`src/rtl/xls_fifo_push_arbiter_if.sv`:
```
// Producer/consumer bundle for xls_fifo_push_arbiter: NumInputs ready/valid producers
// merged onto one tagged consumer channel.
interface xls_fifo_push_arbiter_if #(
  parameter int Width     = 32,
  parameter int NumInputs = 4
);
  localparam int IdxWidth = $clog2(NumInputs);

  logic [NumInputs*Width-1:0] in_data;
  logic [NumInputs-1:0]       in_valid;
  logic [NumInputs-1:0]       in_last;
  logic [NumInputs-1:0]       in_ready;
  logic [Width-1:0]           out_data;
  logic [IdxWidth-1:0]        out_idx;
  logic                       out_last;
  logic                       out_valid;
  logic                       out_ready;

  // Environment side: drives producers and the consumer's ready.
  modport master (
    output in_data, in_valid, in_last, out_ready,
    input  in_ready, out_data, out_idx, out_last, out_valid
  );

  // Arbiter side.
  modport slave (
    input  in_data, in_valid, in_last, out_ready,
    output in_ready, out_data, out_idx, out_last, out_valid
  );
endinterface

```
`src/rtl/xls_fifo_push_arbiter.sv`:
```
// Round-robin arbiter feeding a single-entry output slot tagged with the producer index.
// Optional burst lock (hold grant until in_last) enabled by XLS_FIFO_ARB_BURST_LOCK_EN.
module xls_fifo_push_arbiter #(
  parameter int Width     = 32,
  parameter int NumInputs = 4
) (
  input logic                   clk,
  input logic                   rst,
  xls_fifo_push_arbiter_if.slave bus
);
  localparam int IdxWidth = $clog2(NumInputs);
  localparam logic [IdxWidth-1:0] LastIdx = IdxWidth'(NumInputs - 1);

  logic                 full;
  logic [Width-1:0]     data_q;
  logic [IdxWidth-1:0]  idx_q;
  logic                 last_q;
  logic [IdxWidth-1:0]  last_grant;

  logic                 accept;
  logic                 grant_any;
  logic                 transfer;
  logic [IdxWidth-1:0]  grant_idx;
  logic [IdxWidth-1:0]  cand_idx;
  logic [NumInputs-1:0] eligible;
  logic [NumInputs-1:0] grant;
  logic [NumInputs-1:0] ready;
  int                   cand;

`ifdef XLS_FIFO_ARB_BURST_LOCK_EN
  logic                lock;
  logic [IdxWidth-1:0] lock_idx;

  // While a burst is open only its owner may compete, even if it is idle.
  always_comb begin
    eligible = bus.in_valid;
    if (lock) begin
      eligible = bus.in_valid & (NumInputs'(1) << lock_idx);
    end
  end

  always_ff @(posedge clk) begin
    if (rst) begin
      lock     <= 1'b0;
      lock_idx <= '0;
    end else if (transfer) begin
      lock     <= !bus.in_last[grant_idx];
      lock_idx <= grant_idx;
    end
  end
`else
  always_comb begin
    eligible = bus.in_valid;
  end
`endif

  // Search starts one past the previous winner and wraps at NumInputs, not at 2**IdxWidth.
  always_comb begin
    grant_any = 1'b0;
    grant_idx = '0;
    cand      = 0;
    cand_idx  = '0;
    for (int k = 1; k <= NumInputs; k++) begin
      cand = int'(last_grant) + k;
      if (cand >= NumInputs) begin
        cand = cand - NumInputs;
      end
      cand_idx = IdxWidth'(cand);
      if (!grant_any && eligible[cand_idx]) begin
        grant_any = 1'b1;
        grant_idx = cand_idx;
      end
    end
  end

  assign accept   = !full || bus.out_ready;
  assign grant    = grant_any ? (NumInputs'(1) << grant_idx) : '0;
  assign ready    = (!rst && accept) ? grant : '0;
  assign transfer = |ready;

  // A pop and a refill in the same cycle keep full set: zero-bubble handoff.
  always_ff @(posedge clk) begin
    if (rst) begin
      full       <= 1'b0;
      data_q     <= '0;
      idx_q      <= '0;
      last_q     <= 1'b0;
      last_grant <= LastIdx;
    end else if (transfer) begin
      full       <= 1'b1;
      data_q     <= bus.in_data[grant_idx*Width +: Width];
      idx_q      <= grant_idx;
      last_q     <= bus.in_last[grant_idx];
      last_grant <= grant_idx;
    end else if (full && bus.out_ready) begin
      full <= 1'b0;
    end
  end

  assign bus.in_ready  = ready;
  assign bus.out_data  = data_q;
  assign bus.out_idx   = idx_q;
  assign bus.out_last  = last_q;
  assign bus.out_valid = full;
endmodule

```
`src/flat_wrapper.sv`:
```
// flat-port wrapper written by rule: the top's interface ports become plain ports
module xls_fifo_push_arbiter_flat 
#(
  parameter int Width     = 32,
  parameter int NumInputs = 4
)
  (clk, rst, bus_in_data, bus_in_valid, bus_in_last, bus_out_ready, bus_in_ready, bus_out_data, bus_out_idx, bus_out_last, bus_out_valid);
  xls_fifo_push_arbiter_if #(.Width(Width), .NumInputs(NumInputs)) bus_i ();
  input logic clk;
  input logic rst;
  input wire logic [$bits(bus_i.in_data)-1:0] bus_in_data;
  input wire logic [$bits(bus_i.in_valid)-1:0] bus_in_valid;
  input wire logic [$bits(bus_i.in_last)-1:0] bus_in_last;
  input wire logic [$bits(bus_i.out_ready)-1:0] bus_out_ready;
  output wire logic [$bits(bus_i.in_ready)-1:0] bus_in_ready;
  output wire logic [$bits(bus_i.out_data)-1:0] bus_out_data;
  output wire logic [$bits(bus_i.out_idx)-1:0] bus_out_idx;
  output wire logic [$bits(bus_i.out_last)-1:0] bus_out_last;
  output wire logic [$bits(bus_i.out_valid)-1:0] bus_out_valid;
  assign bus_i.in_data = bus_in_data;
  assign bus_i.in_valid = bus_in_valid;
  assign bus_i.in_last = bus_in_last;
  assign bus_i.out_ready = bus_out_ready;
  assign bus_in_ready = bus_i.in_ready;
  assign bus_out_data = bus_i.out_data;
  assign bus_out_idx = bus_i.out_idx;
  assign bus_out_last = bus_i.out_last;
  assign bus_out_valid = bus_i.out_valid;
  xls_fifo_push_arbiter #(.Width(Width), .NumInputs(NumInputs)) u_core (.clk(clk), .rst(rst), .bus(bus_i));
endmodule
```
`config.mk`:
```
export PLATFORM = sky130hd
export DESIGN_NAME = xls_fifo_push_arbiter_flat
export DESIGN_NICKNAME = d
export VERILOG_FILES = /design/src/rtl/xls_fifo_push_arbiter_if.sv /design/src/rtl/xls_fifo_push_arbiter.sv /design/src/flat_wrapper.sv
export SDC_FILE = /design/constraint.sdc
export NUM_CORES = 1
export LEC_CHECK = 0
export ABC_CLOCK_PERIOD_IN_PS = 2770
export CAP_MARGIN = 25
export CORE_UTILIZATION = 30
export DETAILED_ROUTE_END_ITERATION = 10
export PLACE_DENSITY = 0.8
export SLEW_MARGIN = 20
export SYNTH_ARGS = -nofsm -noshare
export SYNTH_HDL_FRONTEND = slang
export SYNTH_SLANG_ARGS = --single-unit
export TNS_END_PERCENT = 50
```
`constraint.sdc`:
```
create_clock -name clk -period 2.77 [get_ports clk]
set_clock_uncertainty 0.05 [all_clocks]
set_input_delay 0.6925 -clock clk [delete_from_list [all_inputs] [get_ports clk]]
set_output_delay 0.6925 -clock clk [all_outputs]
set_load 0.05 [all_outputs]
```
==> metrics.txt, run 1 <==
status=finished, final reports clean; Initial Util=0.313; GRT Overall Usage=0.192; Initial DRC Count=65; Critical Path Fanout Max=5; Leak=1.72 nW; post-route ant nets=0; I/O pin count=about 180; number of remaining DRC errors=0; TritonCTS clock tree=yes; CTS Hold Bufs=0; EDFF count, synth=0; Final setup viols=0; Post-DP HPWL=6850 microns; filler cell count=748; Die Ht=95.1 microns; number of global-route vias before repair=2944; CTS Root Cell=clkbuf_8; worst-skew pair later-pin latency=approximately 0.29 ns; cell family with most CP delay=simple AND/OR/NAND/NOR gates; fin crit share=0.982; Max-Cap Viols=0; area of the die=9040 sq um; largest net degree at the start of global routing=41; top_reg_cell synth=dfxtp_1; Final min period=~2.7 ns; Inserted Clock Buffers=5; total iterations of the first detailed-routing run=6; final std cells w/o fill=a little under 600; final slew viol count=0; first-pass GRT wire length=13600 microns; Worst Path Required=2.03 ns; clock sinks=38; Max Freq=0.368 GHz; Synth Warn #=0; die width=95.1 microns; initial antenna violation count=0; WL/cell=15.5 microns; worst path buffer plus inverter count=3; mapped cell area=between 2000 and 3000 sq um; Rows=33; class of the tightest hold or removal check=register to register; Worst path slowest cell=dlygate4sd2_1; Synth async-reset ratio=0; Setup crit start kind=primary input; Core ar.=8300 sq um; H-tree levels=2; Final Hold Viols=0; cells after synthesis=297; register area share after synthesis=0.293; Slew headroom=0.641; critical path class=primary input to output port; antenna cell count=0; Worst-Margin Slew=around 0.54 ns; vias=around 2.9k; library cells used by synthesis=28; Worst setup EP type=output port; Clock Pin Slew Worst Setup and Hold Paths=0.08 ns; cells along the critical path=dlygate4sd2_1 > nor4_1 > buf_4 > nor3b_4 > nand2_2 > nor2b_4 > buf_12; Clock Path Buffers=2; Synth Net Count=436; most common cell after layout, fill and taps aside=clkdlybuf4s50_1; Post-Route WL=8970 microns; peak supply drop=0.000297 V; slowest stage delay, CP=0.30 ns; FF+latch count, synth=38; placed insts=568; Port Buffer Count=178; final setup TNS=0 ns; post-DR vias/cell=5.01; gpl congestion=0.815; area grow syn2layout=80.7%; layout cells sized above 1=0.177; Critical Path AT=1.98 ns; Power Density=469 nW/um^2; global route total overflow=0; most frequent cells in the layout=169 x clkdlybuf4s50_1, 64 x nand3_1, 38 x dfxtp_1; final net count=613; Syn Area/Cell=8.75 sq um
## Yosys cell counts, types with 2 or more instances
cell | count | area share
nand3_1 | 64 | 0.12
mux2i_1 | 35 | 0.13
buf_2 | 17 | 0.033
nor2b_1 | 4 | 0.0096
nor2_1 | 7 | 0.010
nand2_1 | 35 | 0.051
o211ai_1 | 27 | 0.078
o221ai_1 | 2 | 0.0067
o211ai_2 | 5 | 0.024
a21oi_1 | 3 | 0.0058
mux2_2 | 32 | 0.14
buf_6 | 5 | 0.022
nand2b_1 | 4 | 0.0096
buf_4 | 6 | 0.017
dfxtp_1 | 38 | 0.29
## state kept, by name, summed over array words and instances (netlist names)
signal	cells
u_core.bus.out_data	32
u_core.bus.out_idx	2
u_core.last_grant	2
u_core.bus.out_last	1
u_core.bus.out_valid	1
## layout make-up
cell class / count / area, sq um / share of cell area
Timing Repair Buffer: 199 / 2000 / 0.425
Multi-Input combinational cell: 230 / 1720 / 0.366
Sequential cell: 38 / 761 / 0.162
Tap cell: 105 / 131 / 0.0280
Clock buffer: 7 / 86.3 / 0.0184
Clock inverter: 1 / 5.00 / 0.00107
## what timing repair did
action	4_1_cts	5_1_grt
setup endpoints to repair	4	4
hold endpoints to repair	0	0
pin swaps	3	3
setup buffers	1	3
resized for setup	10	6
## final timing paths
path | startpoint | endpoint | slack (ns) | depth (start not counted)
hold reg to reg | u_core.bus.out_data[15] | u_core.bus.out_data[15] | 0.42 | 2
setup / recovery | bus_in_valid[2] | bus_in_ready[1] | 0.05 | 7
hold / removal | u_core.bus.out_data[15] | u_core.bus.out_data[15] | 0.42 | 2
setup reg to reg | u_core.last_grant[1] | u_core.bus.out_data[29] | 0.50 | 8
## per-stage QoR
stage                     cell area, sq um  utilization  hold WS (ns)  total power [mW]  setup slack [ns]
after global routing                  4700        0.566         0.448              2.31           -0.0212
after floorplan                       2610            -         0.446              1.35            -0.152
final                                 4700        0.566         0.420              2.20            0.0489
after global placement                4530        0.546         0.402              1.78            -0.158
after CTS                             4650        0.561         0.426              2.22            0.0176
after detailed placement              4530        0.546         0.402              1.80            -0.281
## kinds of logic (layout without fill, tap and decap cells)
group / after synthesis / in the layout / share of synthesized area
compound gates: 41 / 41 / 0.132
mux: 67 / 67 / 0.273
simple gates: 122 / 122 / 0.229
buf+inv: 29 / 207 / 0.0731
flops: 38 / 38 / 0.293
## routing by layer
metal / GRT usage / vias to the layer above / part of all wire
met5: 0 / - / 0
li1: - / 1440 / -
met3: 0.0510 / 16 / 0.082
met4: 0.0568 / 0 / 0.020
met1: 0.216 / 1338 / 0.39
met2: 0.349 / 114 / 0.51
## where the power goes
group,switching [mW],internal (mW),total (mW)
combinational,0.609,0.521,1.13
clock,0.196,0.201,0.397
sequential,0.0459,0.629,0.675
total,0.851,1.35,2.20
## worst reg2reg max path: stages (launching register included)
cell and delay, ns:
dfxtp_1 0.48, nand2b_1 0.18, a21oi_1 0.10, o221ai_4 0.32, buf_4 0.17, buf_4 0.15, buf_12 0.23, mux2_2 0.40
o211ai_1 0.10
No activity file was read; power rests on OpenSTA's default activity.
==> inputs of run 2 (changes only) <==
==> constraint.sdc (replaced) <==
create_clock -name clk -period 2.77 [get_ports clk]
set_clock_uncertainty 0.05 [all_clocks]
set_input_delay 0.554 -clock clk [delete_from_list [all_inputs] [get_ports clk]]
set_output_delay 0.554 -clock clk [all_outputs]
set_load 0.05 [all_outputs]
==> run 2 against run 1 <==
Compared with the run above: flip-flop and latch count unchanged; first-iteration DRC count grew 97%; worst hold slack improved by 0.0037 ns; combinational power is essentially flat; clock power about the same; non-clock buffer count down 9; sequential share of layout area up 0.40 points; worst setup slack worse by 0.022 ns; critical endpoint is now bus_in_ready[3].
==> metrics.txt, run 2 (synthesized netlist as in run 1, its figures left out) <==
WL/cell=15.1 microns (was 15.5 microns); H-tree levels=2 (unchanged); Worst setup EP type=output port (unchanged); clock sinks=38 (unchanged); r2r worst-path depth=6 (was 8); final slew viol count=0 (unchanged); R2R Setup Slk=0.73 ns (was 0.50 ns); Critical Path AT=2.14 ns (was 1.98 ns); Critical Path Fanout Max=5 (unchanged); post-route ant nets=0 (unchanged); Setup crit start kind=primary input (unchanged); Rows=33 (unchanged); peak supply drop=0.000379 V (was 0.000297 V); cell family with most CP delay=buffers and inverters (was simple AND/OR/NAND/NOR gates); RSZ-0062 raised after global routing=yes; Max-Cap Viols=0 (unchanged); Worst path slowest cell=clkdlybuf4s50_1 (was dlygate4sd2_1); RR Startpoint=u_core.last_grant[0] (was u_core.last_grant[1]); DP Worst Slack=0.0301 ns (was -0.281 ns); worst hold endpoint=u_core.bus.out_data[15] (unchanged); gpl congestion=0.830 (was 0.815); Post-Route WL=8650 microns (was 8970 microns); final net count=604 (was 613); Inserted Clock Buffers=5 (unchanged); vias=2893 (was 2908); Initial DRC Count=128 (was 65); Core ar.=8300 sq um (unchanged); GRT Overall Usage=0.184 (was 0.192); initial antenna violation count=0 (unchanged); Max Freq=0.365 GHz (was 0.368 GHz); TritonCTS clock tree=yes (unchanged); worst path buffer plus inverter count=3 (unchanged); area grow syn2layout=76.3% (was 80.7%); total iterations of the first detailed-routing run=4 (was 6); number of remaining DRC errors=0 (unchanged); Final Hold Viols=0 (unchanged); area of the die=9040 sq um (unchanged); die width=95.1 microns (unchanged); most common cell after layout, fill and taps aside=clkdlybuf4s50_1 (unchanged); Post-DP HPWL=6760 microns (was 6850 microns); Die Ht=95.1 microns (unchanged); post-DR vias/cell=5.07 (was 5.01); critical path class=primary input to output port (unchanged); final std cells w/o fill=571 (was 580); placed insts=563 (was 568); Leak=1.64 nW (was 1.72 nW); CTS Hold Bufs=0 (unchanged); Power Density=472 nW/um^2 (was 469 nW/um^2); Initial Util=0.313 (unchanged); Clock Pin Slew Worst Setup and Hold Paths=0.08 ns (about the same); hold slack final=0.424 ns (was 0.420 ns); largest net degree at the start of global routing=68 (was 41); worst-skew pair later-pin latency=0.28 ns (was 0.29 ns); worst setup margin=0.0272 ns (was 0.0489 ns); I/O pin count=179 (unchanged); min-delay src=u_core.bus.out_data[15] (unchanged); WHS Path Cells=2 (unchanged); Slew headroom=0.644 (was 0.641); filler cell count=774 (was 748); max reg flops=32 (unchanged); layout cells sized above 1=0.144 (was 0.177); status=finished, final reports clean (unchanged); class of the tightest hold or removal check=register to register (unchanged); Clock Path Buffers=2 (unchanged); CTS Root Cell=clkbuf_8 (unchanged); Worst Path Required=2.17 ns (was 2.03 ns); fin crit share=0.990 (was 0.982); slowest stage delay, CP=0.57 ns (was 0.30 ns); first-pass GRT wire length=13000 microns (was 13600 microns); most frequent cells in the layout=174 x clkdlybuf4s50_1, 64 x nand3_1, 38 x dfxtp_1 (was 169 x clkdlybuf4s50_1, 64 x nand3_1, 38 x dfxtp_1); number of global-route vias before repair=2805 (was 2944); Port Buffer Count=178 (unchanged); antenna cell count=0 (unchanged); Critical R2R Capture=u_core.bus.out_data[29] (unchanged); Worst-Margin Slew=0.532 ns (was 0.537 ns); global route total overflow=0 (unchanged); Final min period=2.74 ns (was 2.72 ns); cells along the critical path=clkdlybuf4s50_1 > nor4_1 > buf_4 > nor3b_4 > nand2b_1 > nor2b_1 > buf_12 (was dlygate4sd2_1 > nor4_1 > buf_4 > nor3b_4 > nand2_2 > nor2b_4 > buf_12); Final setup viols=0 (unchanged)
-- run 2: cell type report --
| cell class | instances | area (sq um) | share of cell area |
|---|---|---|---|
| multi-input cells | 230 | 1670 | 0.365 |
| clock buffers | 7 | 86.3 | 0.0188 |
| flip-flops and latches | 38 | 761 | 0.166 |
| clock inverters | 1 | 5.00 | 0.00109 |
| well taps | 105 | 131 | 0.0287 |
| repair buffers | 190 | 1930 | 0.421 |
-- run 2: worst max-delay path by stage --
stage | startpoint | endpoint | slack (ns) | cells after the start
6_report | bus_in_valid[1] | bus_in_ready[3] | 0.03 | 7
3_5_place_dp | bus_in_valid[1] | bus_in_ready[3] | 0.03 | 7
3_3_place_gp | bus_in_valid[3] | bus_in_ready[1] | 0.09 | 6
4_1_cts | bus_in_valid[1] | bus_in_ready[3] | 0.03 | 7
5_1_grt | bus_in_valid[1] | bus_in_ready[3] | -0.04 | 7
2_1_floorplan | bus_out_ready | bus_in_ready[1] | 0.09 | 6
-- run 2: report_power, final --
group	total [mW]	internal [mW]	switching (mW)	leakage (nW)
combinational	1.10	0.501	0.594	1.28
sequential	0.673	0.629	0.0440	0.315
clock	0.395	0.201	0.194	0.0482
total	2.16	1.33	0.832	1.64
-- run 2: routing by layer --
metal | up-vias | global-route usage | routed length, microns | share of wire
li1 | 1421 | - | - | -
met1 | 1345 | 0.211 | 3470 | 0.40
met2 | 115 | 0.338 | 4390 | 0.51
met3 | 12 | 0.0415 | 653 | 0.076
met4 | 0 | 0.0467 | 129 | 0.015
met5 | - | 0 | 0 | 0
-- run 2: tightest hold or removal path, delay by kind of cell (launching register included) --
kind             cells  cell delay (ns)
AO/OA/AOI/OAI        1             0.06
flip-flops           1             0.33
AND/OR/NAND/NOR      1             0.05
-- run 2: through the flow --
stage                     power, mW  utilization  instance area [sq um]  TNS [ns]
after CTS                      2.19        0.552                   4580         0
after floorplan                1.35            -                   2600         0
after global routing           2.27        0.552                   4580    -0.148
final                          2.16        0.552                   4580         0
after detailed placement       1.79        0.541                   4490         0
after global placement         1.77        0.541                   4490         0
-- run 2: timing repair --
| item | 4_1_cts | 5_1_grt |
|---|---|---|
| setup buffers | 0 | 0 |
| resized for setup | 0 | 1 |
| setup endpoints to repair | 0 | 4 |
==> inputs of run 3 (changes only) <==
Settings changed: ABC_CLOCK_PERIOD_IN_PS 2770 to default.
==> results of run 3 <==
Final layout, timing and power as in run 2 (identical DEF).
